## src/rtl/multicycle_ctrl_if.sv

```systemverilog
// rtl/multicycle_ctrl_if.sv - control strobes and memory handshake between multicycle_ctrl and datapath
interface multicycle_ctrl_if;
  // status from the datapath and memory
  logic [6:0] Opcode;
  logic [2:0] Funct3;
  logic       Zero;
  logic       MemReady;

  // control strobes and selects driven by the controller
  logic       MemReq;
  logic       MemWrite;
  logic       AdrSrc;
  logic       IRWrite;
  logic       PCWrite;
  logic       RegWrite;
  logic [2:0] ImmSrc;
  logic [1:0] ALUSrcA;
  logic [1:0] ALUSrcB;
  logic [1:0] ALUOp;
  logic [1:0] ResultSrc;

  modport master (
    input  Opcode, Funct3, Zero, MemReady,
    output MemReq, MemWrite, AdrSrc, IRWrite, PCWrite, RegWrite,
           ImmSrc, ALUSrcA, ALUSrcB, ALUOp, ResultSrc
  );

  modport slave (
    output Opcode, Funct3, Zero, MemReady,
    input  MemReq, MemWrite, AdrSrc, IRWrite, PCWrite, RegWrite,
           ImmSrc, ALUSrcA, ALUSrcB, ALUOp, ResultSrc
  );
endinterface

```

## src/rtl/multicycle_ctrl.sv

```systemverilog
// rtl/multicycle_ctrl.sv - Moore control FSM for a multicycle RV32I core
module multicycle_ctrl #(
  parameter int MEM_TIMEOUT = 15,
  parameter int CNT_W       = 32
) (
  input  logic              clk,
  input  logic              rst_n,
  multicycle_ctrl_if.master bus,
  output logic              Illegal,
  output logic              BusErr,
  output logic [CNT_W-1:0]  Retired
);

  localparam logic [6:0] OP_LOAD   = 7'b0000011;
  localparam logic [6:0] OP_STORE  = 7'b0100011;
  localparam logic [6:0] OP_RTYPE  = 7'b0110011;
  localparam logic [6:0] OP_ITYPE  = 7'b0010011;
  localparam logic [6:0] OP_BRANCH = 7'b1100011;
  localparam logic [6:0] OP_JAL    = 7'b1101111;
  localparam logic [6:0] OP_LUI    = 7'b0110111;

  localparam logic [7:0] TIMEOUT_CNT = 8'(MEM_TIMEOUT);

  // MEMADR is split by access type so the immediate select is a pure
  // function of state rather than of Opcode.
  typedef enum logic [3:0] {
    S_FETCH,
    S_DECODE,
    S_MEMADR_LD,
    S_MEMADR_ST,
    S_MEMREAD,
    S_MEMWB,
    S_MEMWRITE,
    S_EXECR,
    S_EXECI,
    S_ALUWB,
    S_BRANCH,
    S_JAL,
    S_LUI,
    S_TRAP
  } state_t;

  // State-only part of the control word; the MemReady/Zero dependent
  // strobes (IRWrite, PCWrite in FETCH/BRANCH) are added at the output.
  typedef struct packed {
    logic       mem_req;
    logic       mem_write;
    logic       adr_src;
    logic       reg_write;
    logic       pc_write;
    logic [2:0] imm_src;
    logic [1:0] alu_src_a;
    logic [1:0] alu_src_b;
    logic [1:0] alu_op;
    logic [1:0] result_src;
  } ctrl_t;

  function automatic ctrl_t decode_ctrl(input state_t s);
    ctrl_t c;
    c = '0;
    case (s)
      S_FETCH: begin
        c.mem_req    = 1'b1;
        c.alu_src_b  = 2'b10;
        c.result_src = 2'b10;
      end
      S_DECODE: begin
        c.alu_src_a = 2'b01;
        c.alu_src_b = 2'b01;
        c.imm_src   = 3'b010;
      end
      S_MEMADR_LD: begin
        c.alu_src_a = 2'b10;
        c.alu_src_b = 2'b01;
        c.imm_src   = 3'b000;
      end
      S_MEMADR_ST: begin
        c.alu_src_a = 2'b10;
        c.alu_src_b = 2'b01;
        c.imm_src   = 3'b001;
      end
      S_MEMREAD: begin
        c.mem_req = 1'b1;
        c.adr_src = 1'b1;
      end
      S_MEMWB: begin
        c.reg_write  = 1'b1;
        c.result_src = 2'b01;
      end
      S_MEMWRITE: begin
        c.mem_req   = 1'b1;
        c.mem_write = 1'b1;
        c.adr_src   = 1'b1;
      end
      S_EXECR: begin
        c.alu_src_a = 2'b10;
        c.alu_src_b = 2'b00;
        c.alu_op    = 2'b10;
      end
      S_EXECI: begin
        c.alu_src_a = 2'b10;
        c.alu_src_b = 2'b01;
        c.alu_op    = 2'b10;
        c.imm_src   = 3'b000;
      end
      S_ALUWB: begin
        c.reg_write  = 1'b1;
        c.result_src = 2'b00;
      end
      S_BRANCH: begin
        c.alu_src_a  = 2'b10;
        c.alu_src_b  = 2'b00;
        c.alu_op     = 2'b01;
        c.result_src = 2'b00;
      end
      S_JAL: begin
        c.alu_src_a  = 2'b01;
        c.alu_src_b  = 2'b10;
        c.imm_src    = 3'b100;
        c.pc_write   = 1'b1;
        c.result_src = 2'b00;
      end
      S_LUI: begin
        c.imm_src    = 3'b011;
        c.reg_write  = 1'b1;
        c.result_src = 2'b11;
      end
      default: c = '0;
    endcase
    return c;
  endfunction

  state_t           state;
  state_t           state_nxt;
  ctrl_t            ctrl_q;
  logic [7:0]       wait_cnt;
  logic [CNT_W-1:0] retired_cnt;
  logic             illegal_q;
  logic             buserr_q;
  logic             set_illegal;
  logic             set_buserr;
  logic             mem_state;
  logic             branch_ok;
  logic             branch_taken;
  logic             timed_out;

  assign mem_state = (state == S_FETCH) || (state == S_MEMREAD) || (state == S_MEMWRITE);
  assign timed_out = (wait_cnt == TIMEOUT_CNT) && !bus.MemReady;

  // beq/bne are the only branches this core implements
  assign branch_ok    = (bus.Funct3 == 3'b000) || (bus.Funct3 == 3'b001);
  assign branch_taken = ((bus.Funct3 == 3'b000) &&  bus.Zero) ||
                        ((bus.Funct3 == 3'b001) && !bus.Zero);

  // Next-state selection and trap causes
  always_comb begin
    state_nxt   = state;
    set_illegal = 1'b0;
    set_buserr  = 1'b0;
    case (state)
      S_FETCH: begin
        if (bus.MemReady) begin
          state_nxt = S_DECODE;
        end else if (timed_out) begin
          state_nxt  = S_TRAP;
          set_buserr = 1'b1;
        end
      end
      S_DECODE: begin
        case (bus.Opcode)
          OP_LOAD:   state_nxt = S_MEMADR_LD;
          OP_STORE:  state_nxt = S_MEMADR_ST;
          OP_RTYPE:  state_nxt = S_EXECR;
          OP_ITYPE:  state_nxt = S_EXECI;
          OP_BRANCH: state_nxt = S_BRANCH;
          OP_JAL:    state_nxt = S_JAL;
          OP_LUI:    state_nxt = S_LUI;
          default: begin
            state_nxt   = S_TRAP;
            set_illegal = 1'b1;
          end
        endcase
      end
      S_MEMADR_LD: state_nxt = S_MEMREAD;
      S_MEMADR_ST: state_nxt = S_MEMWRITE;
      S_MEMREAD: begin
        if (bus.MemReady) begin
          state_nxt = S_MEMWB;
        end else if (timed_out) begin
          state_nxt  = S_TRAP;
          set_buserr = 1'b1;
        end
      end
      S_MEMWB: state_nxt = S_FETCH;
      S_MEMWRITE: begin
        if (bus.MemReady) begin
          state_nxt = S_FETCH;
        end else if (timed_out) begin
          state_nxt  = S_TRAP;
          set_buserr = 1'b1;
        end
      end
      S_EXECR: state_nxt = S_ALUWB;
      S_EXECI: state_nxt = S_ALUWB;
      S_ALUWB: state_nxt = S_FETCH;
      S_BRANCH: begin
        if (branch_ok) begin
          state_nxt = S_FETCH;
        end else begin
          state_nxt   = S_TRAP;
          set_illegal = 1'b1;
        end
      end
      S_JAL:   state_nxt = S_ALUWB;
      S_LUI:   state_nxt = S_FETCH;
      S_TRAP:  state_nxt = S_TRAP;
      default: state_nxt = S_TRAP;
    endcase
  end

  // State register, registered control word, wait counter, retire counter and sticky traps
  always_ff @(posedge clk) begin
    if (!rst_n) begin
      state       <= S_FETCH;
      ctrl_q      <= decode_ctrl(S_FETCH);
      wait_cnt    <= 8'd0;
      retired_cnt <= '0;
      illegal_q   <= 1'b0;
      buserr_q    <= 1'b0;
    end else begin
      state  <= state_nxt;
      ctrl_q <= decode_ctrl(state_nxt);
      // counts only while an access stays pending in the same memory state
      if (mem_state && !bus.MemReady && (state_nxt == state)) begin
        wait_cnt <= wait_cnt + 8'd1;
      end else begin
        wait_cnt <= 8'd0;
      end
      // staying in FETCH while waiting is not a retirement
      if ((state != S_FETCH) && (state_nxt == S_FETCH)) begin
        retired_cnt <= retired_cnt + CNT_W'(1);
      end
      if (set_illegal) begin
        illegal_q <= 1'b1;
      end
      if (set_buserr) begin
        buserr_q <= 1'b1;
      end
    end
  end

  // Reset gates every strobe combinationally so a pending access drops at once
  assign bus.MemReq    = rst_n & ctrl_q.mem_req;
  assign bus.MemWrite  = rst_n & ctrl_q.mem_write;
  assign bus.AdrSrc    = rst_n & ctrl_q.adr_src;
  assign bus.RegWrite  = rst_n & ctrl_q.reg_write;
  assign bus.IRWrite   = rst_n & (state == S_FETCH) & bus.MemReady;
  assign bus.PCWrite   = rst_n & (ctrl_q.pc_write |
                                  ((state == S_FETCH) & bus.MemReady) |
                                  ((state == S_BRANCH) & branch_taken));
  assign bus.ImmSrc    = rst_n ? ctrl_q.imm_src    : 3'b000;
  assign bus.ALUSrcA   = rst_n ? ctrl_q.alu_src_a  : 2'b00;
  assign bus.ALUSrcB   = rst_n ? ctrl_q.alu_src_b  : 2'b00;
  assign bus.ALUOp     = rst_n ? ctrl_q.alu_op     : 2'b00;
  assign bus.ResultSrc = rst_n ? ctrl_q.result_src : 2'b00;

  assign Illegal = illegal_q;
  assign BusErr  = buserr_q;
  assign Retired = retired_cnt;

endmodule

```

## src/flat_wrapper.sv

```systemverilog
// flat-port wrapper written by rule: the top's interface ports become plain ports
module multicycle_ctrl_flat 
#(
  parameter int MEM_TIMEOUT = 15,
  parameter int CNT_W       = 32
)
  (clk, rst_n, Illegal, BusErr, Retired, bus_Opcode, bus_Funct3, bus_Zero, bus_MemReady, bus_MemReq, bus_MemWrite, bus_AdrSrc, bus_IRWrite, bus_PCWrite, bus_RegWrite, bus_ImmSrc, bus_ALUSrcA, bus_ALUSrcB, bus_ALUOp, bus_ResultSrc);
  multicycle_ctrl_if bus_i ();
  input  logic clk;
  input  logic rst_n;
  output logic Illegal;
  output logic BusErr;
  output logic [CNT_W-1:0] Retired;
  input wire logic [$bits(bus_i.Opcode)-1:0] bus_Opcode;
  input wire logic [$bits(bus_i.Funct3)-1:0] bus_Funct3;
  input wire logic [$bits(bus_i.Zero)-1:0] bus_Zero;
  input wire logic [$bits(bus_i.MemReady)-1:0] bus_MemReady;
  output wire logic [$bits(bus_i.MemReq)-1:0] bus_MemReq;
  output wire logic [$bits(bus_i.MemWrite)-1:0] bus_MemWrite;
  output wire logic [$bits(bus_i.AdrSrc)-1:0] bus_AdrSrc;
  output wire logic [$bits(bus_i.IRWrite)-1:0] bus_IRWrite;
  output wire logic [$bits(bus_i.PCWrite)-1:0] bus_PCWrite;
  output wire logic [$bits(bus_i.RegWrite)-1:0] bus_RegWrite;
  output wire logic [$bits(bus_i.ImmSrc)-1:0] bus_ImmSrc;
  output wire logic [$bits(bus_i.ALUSrcA)-1:0] bus_ALUSrcA;
  output wire logic [$bits(bus_i.ALUSrcB)-1:0] bus_ALUSrcB;
  output wire logic [$bits(bus_i.ALUOp)-1:0] bus_ALUOp;
  output wire logic [$bits(bus_i.ResultSrc)-1:0] bus_ResultSrc;
  assign bus_i.Opcode = bus_Opcode;
  assign bus_i.Funct3 = bus_Funct3;
  assign bus_i.Zero = bus_Zero;
  assign bus_i.MemReady = bus_MemReady;
  assign bus_MemReq = bus_i.MemReq;
  assign bus_MemWrite = bus_i.MemWrite;
  assign bus_AdrSrc = bus_i.AdrSrc;
  assign bus_IRWrite = bus_i.IRWrite;
  assign bus_PCWrite = bus_i.PCWrite;
  assign bus_RegWrite = bus_i.RegWrite;
  assign bus_ImmSrc = bus_i.ImmSrc;
  assign bus_ALUSrcA = bus_i.ALUSrcA;
  assign bus_ALUSrcB = bus_i.ALUSrcB;
  assign bus_ALUOp = bus_i.ALUOp;
  assign bus_ResultSrc = bus_i.ResultSrc;
  multicycle_ctrl #(.MEM_TIMEOUT(MEM_TIMEOUT), .CNT_W(CNT_W)) u_core (.clk(clk), .rst_n(rst_n), .bus(bus_i), .Illegal(Illegal), .BusErr(BusErr), .Retired(Retired));
endmodule
```

## config.mk

```make
export PLATFORM = sky130hd
export DESIGN_NAME = multicycle_ctrl_flat
export DESIGN_NICKNAME = d
export VERILOG_FILES = /design/src/rtl/multicycle_ctrl_if.sv /design/src/rtl/multicycle_ctrl.sv /design/src/flat_wrapper.sv
export SDC_FILE = /design/constraint.sdc
export NUM_CORES = 1
export LEC_CHECK = 0
export ABC_AREA = 1
export BUFFER_PORTS_ARGS = -buffer_cell sky130_fd_sc_hd__buf_2
export CAP_MARGIN = 30
export CORE_ASPECT_RATIO = 0.5
export CORE_UTILIZATION = 57
export CTS_CLUSTER_DIAMETER = 200
export DETAILED_ROUTE_END_ITERATION = 10
export GPL_TIMING_DRIVEN = 0
export PLACE_DENSITY = 0.81
export SYNTH_ARGS = -nofsm -noshare
export SYNTH_HDL_FRONTEND = slang
export SYNTH_SLANG_ARGS = --single-unit
```

## constraint.sdc

```tcl
create_clock -name clk -period 2.51 [get_ports clk]
set_input_delay 0.3765 -clock clk [delete_from_list [all_inputs] [get_ports clk]]
set_output_delay 0.3765 -clock clk [all_outputs]
set_load 0.03 [all_outputs]
```

* Word-level counts from Yosys, hierarchy flattened
Index checks and enable logic that the tools add are counted.
Storage, ports and cells: logic and storage cells 119, output and inout port bits 51, register bits 62, input port bits 14
Cells by class: eq/ne operators 34, $add $sub $neg 2, reductions and logical operators 29, bitwise operators 11, muxes and demuxes 28
Operators with widths (number):
- == test 4 bit (second input constant) | 10
- one-hot mux 4 bit (9 select lines) | 1
- adder 32 x 1 -> 32 bit (second input constant) | 1
- == test 4 x 3 -> 1 bit (second input constant) | 8
- one-hot mux 4 bit (7 select lines) | 1
- == test 7 x 6 -> 1 bit (second input constant) | 3
- 2-to-1 mux 4 bit | 5
- == test 4 x 2 -> 1 bit (second input constant) | 4
- OR reduction 3 bit | 5
- == test 7 bit (second input constant) | 2
- one-hot mux 2 bit (2 select lines) | 3
- one-hot mux 3 bit (4 select lines) | 1
- 2-to-1 mux 1 bit | 10
- bitwise AND 1 bit | 9
- adder 8 x 1 -> 8 bit (second input constant) | 1
- == test 4 x 1 -> 1 bit (second input constant) | 2
- == test 8 x 4 -> 1 bit (second input constant) | 1
- logical NOT 4 bit | 2
- 2-to-1 mux 2 bit | 4
- OR reduction 2 bit | 4
- == test 7 x 2 -> 1 bit (second input constant) | 1
- == test 7 x 5 -> 1 bit (second input constant) | 1
- OR reduction 7 bit | 1
- logical AND 1 bit | 6
- 13 further kinds | 18

* Depth between registers and ports, before layout
word-level depth 8, gate-level depth with buffers 14, mapped depth without buffers 14

* Worst setup path before layout
OpenSTA, ideal clock, no wires.
path type flip-flop to output port, start point register u_core.state[0], end point output bus_PCWrite, required time 2134 ps, path slack 470 ps, cell stages (with the launch flop) 9, arrival 1663 ps, path buffers 0, path through dfxtp_1 -> nor2_2 -> inv_2 -> nor2_1 -> inv_1 -> nor2_1 -> inv_1 -> nor2_1 -> a311o_1
Between the ends: longest elaborated chain between the ends 5, elaborated cells between the ends (all ways) 7, those cells by class eq/ne: 1; bitwise: 5; reduce/logical: 1
RTL lines:
- start: declaration | line multicycle_ctrl.sv:133 | state_t state;
- start signal: assignment | line multicycle_ctrl.sv:231 | state <= state_nxt;
- logical NOT 4 bit | line multicycle_ctrl.sv:259 | ((state == S_FETCH) & bus.MemReady) |
- bitwise AND 1 bit | line multicycle_ctrl.sv:259
- bitwise OR 1 bit | line multicycle_ctrl.sv:258 | assign bus.PCWrite = rst_n & (ctrl_q.pc_write |
- bitwise OR 1 bit * | line multicycle_ctrl.sv:259
- bitwise AND 1 bit * | line multicycle_ctrl.sv:258
- end: declaration | line flat_wrapper.sv:22 | output wire logic [$bits(bus_i.PCWrite)-1:0] bus_PCWrite;
Every way passes the cells marked *; elsewhere a longest branch is shown, timed or not.

* Final worst setup path
start point register u_core.state[1], end point output bus_PCWrite
The elaborated chain is that of the path after synthesis.

==> impl_metrics.py <==
metrics = {
    "grt": {
        "groute.usage.overall": 0.301,
        "grt.overflow.total": 0,
        "grt_antenna_before_repair": 0,
        "grt_pass1_wl_mm": 15.8,
        "grt_max_degree": 12,
        "grt_pass1_vias": 3474,
    },
    "synthesis": {
        "syn_inst": 577,
        "syn-mean-instance-area_sq_um": 6.48,
        "synth_xor_area_frac": 0.0538,
        "synth_fa_ha_area_frac": 0.00669,
        "ys.flop_type": "dfxtp_1",
        "synth_compound_area_frac": 0.0749,
        "synthSimpleGateAreaFrac": 0.427,
        "netlist_area_sq_um": 3740,
        "synth_enable_flop_cells": 0,
        "synthArstFlopShare": 0,
        "synth_top_family_by_area": "simple AND/OR/NAND/NOR gates",
        "synthMuxAreaShare": 0,
        "synth-warning-count": 0,
        "ys_types": 32,
        "synth-seq-cells": 61,
        "seq_area_frac_synth": 0.326,
        "syn_nets": 593,
    },
    "timing": {
        "drv_slew": 0,
        "fin_crit_ns": 2.30,
        "rsz0062_at_grt": "no",
        "fin_setup_tns_ns": 0,
        "relSlewSlack": 0.619,
        "finalHoldViolCount": 0,
        "fin_skew_ns": 0.00593,
        "worst_slew_pin_slew_ns": 0.567,
        "clock.fmax_ghz": 0.435,
        "fin_crit_sh": 0.916,
        "setup_viol": 0,
    },
    "hold_path": {
        "min-delay-path-class": "primary input to register",
        "hold_depth": 3,
    },
    "power_and_ir_drop": {
        "power.leakage_nw": 2.08,
        "seq_power_share": 0.258,
        "p_sw_w": 0.00190,
        "p_comb_frac": 0.444,
        "p_int_w": 0.00261,
        "p_clk_frac": 0.298,
        "peakVddDrop_mv": 0.664,
        "pwr_density_cell_nw_per_um2": 1010,
        "switching_share": 0.422,
        "power.total_w": 0.00452,
    },
    "clocking": {
        "clock_path_buffers": 2,
        "cts_root_buf": "clkbuf_16",
        "postCtsSetupRepairBufs": 0,
        "htreeDepth": 3,
        "clock_latency_ns": 0.33,
        "numCtsBuffers": 9,
        "cts_tree": "yes",
        "cts-hold-fix-buffers": 0,
        "cts_sinks": 61,
        "cts_resized": 0,
        "path_clk_slew_ns": 0.05,
    },
    "place": {
        "io_buffers": 63,
        "gp_congestion": 0.961,
        "hpwl_mm": 7.38,
    },
    "layout": {
        "final_cell_mix": "nand2_1, nor2_1, buf_2",
        "area_growth_pct": 20.1,
        "final_common_cell": "nand2_1",
        "final_nets": 667,
        "diodes": 0,
        "drive_gt1_frac": 0.186,
    },
    "die": {
        "dieArea_sq_um": 6910,
        "ios": 65,
        "core_sq_um": 6210,
        "rows": 20,
        "chipWidth_um": 117,
        "die_h_um": 59.3,
        "initial_core_util": 0.603,
    },
    "critical_path": {
        "worstPathRequired_ns": 2.13,
        "cp_slowest_stage_delay_ns": 0.49,
        "path_common_cell": "nor2_1",
        "criticalPathCategory": "register to primary output",
        "crit_path_max_fanout": 7,
        "start_kind": "register",
        "reg2regPathDepth": 9,
        "cp.depth": 9,
        "cp_top_family": "buffers and inverters",
        "crit_path_top_delay_cell": "dfxtp_1",
        "cp.arrival_ns": 1.92,
        "cp_num_buf_inv": 4,
        "crit_chain": "nor2_2 > inv_2 > nor2_1 > inv_1 > nor2_1 > inv_1 > nor2_1 > a311o_1 > buf_2",
        "worstSetupEndpointType": "primary output",
    },
    "routing": {
        "route.met2.wl_mm": 4.54,
        "wl_met1_mm": 4.51,
        "top_layer_used": "met4",
        "drc": 0,
        "vias_per_cell": 5.29,
        "firstDrtPassIters": 6,
        "wl_per_cell_um": 13.2,
        "antenna_left": 0,
        "routed_wl_mm": 9.85,
        "route.met3.wl_um": 658,
        "first_iter_violations": 276,
        "vias": 3937,
    },
    "flow_run": {
        "cap_viol_max_count": 0,
    },
    "run_status": {
        "outcome": "finished clean",
    },
}
-- state kept, by name, summed over array words and instances, names as in the netlist --
register / cells
u_core.Illegal: 1
u_core.ctrl_q: 15
u_core.state: 4
u_core.wait_cnt: 8
u_core.BusErr: 1
u_core.Retired: 32
-- tightest hold or removal path, delay by kind of cell --
| kind | cells | cell delay [ns] |
|---|---|---|
| buffers and inverters | 1 | 0.17 |
| and+or+nand+nor | 2 | 0.12 |
-- logic make-up (layout without fill, tap and decap cells) --
family,Yosys count,after routing
buf+inv,91,170
flops,61,61
xor+xnor,23,23
fa+ha+maj,2,2
simple gates,349,349
compound gates,51,51
-- area by class of cell --
class,instances,area [sq um]
buffer,19,144
clock buffer,10,239
clock inverter,6,86.3
fill,539,1710
inverter,72,270
multi-input combinational,425,2110
sequential,61,1220
tap,88,110
timing repair buffer,63,315
-- cell usage after synthesis, drive strengths merged, types with 4 or more instances --
master / number / area (sq um)
clkbuf: 4 / 15.0
nand2: 181 / 689
dfxtp: 61 / 1220
nor2: 81 / 359
nor3: 14 / 70.1
inv: 72 / 270
xor2: 21 / 184
nand4: 35 / 219
nand3b: 8 / 60.1
o21ai: 4 / 20.0
buf: 15 / 129
a21oi: 42 / 218
nand3: 28 / 188
-- layer usage --
layer	vias up	global-route usage
met5	-	0
met2	140	0.506
met3	17	0.0726
met1	1786	0.382
li1	1994	-
met4	0	0.103
-- per-stage QoR --
stage          cell area (sq um)  hold WS [ns]  utilization  std cells  setup slack (ns)
2_1_floorplan               3740         0.418            -        577             0.470
3_3_place_gp                4170         0.434        0.671        728             0.487
3_5_place_dp                4170         0.440        0.671        728             0.428
4_1_cts                     4490         0.375        0.724        744             0.249
5_1_grt                     4490         0.405        0.724        744             0.110
6_report                    4490         0.376        0.724        744             0.211
-- power by group through the flow --
stage                     Sequential [W]  Combinational [W]  Clock (W)
after detailed placement         0.00118            0.00197          0
after global placement           0.00118            0.00194          0
after floorplan                  0.00121            0.00151          0
final                            0.00117            0.00201    0.00135
after global routing             0.00118            0.00219    0.00140
after CTS                        0.00117            0.00198    0.00135
-- worst paths after layout --
check	slack [ns]	from	to
worst max-delay path	0.21	u_core.state[1]	bus_PCWrite
worst min-delay path	0.38	rst_n	u_core.Retired[0]
worst max register to register	0.41	u_core.Retired[0]	u_core.Retired[24]
worst min register to register	0.45	u_core.BusErr	u_core.BusErr
Note: power is estimated with default switching activity, not from simulation.
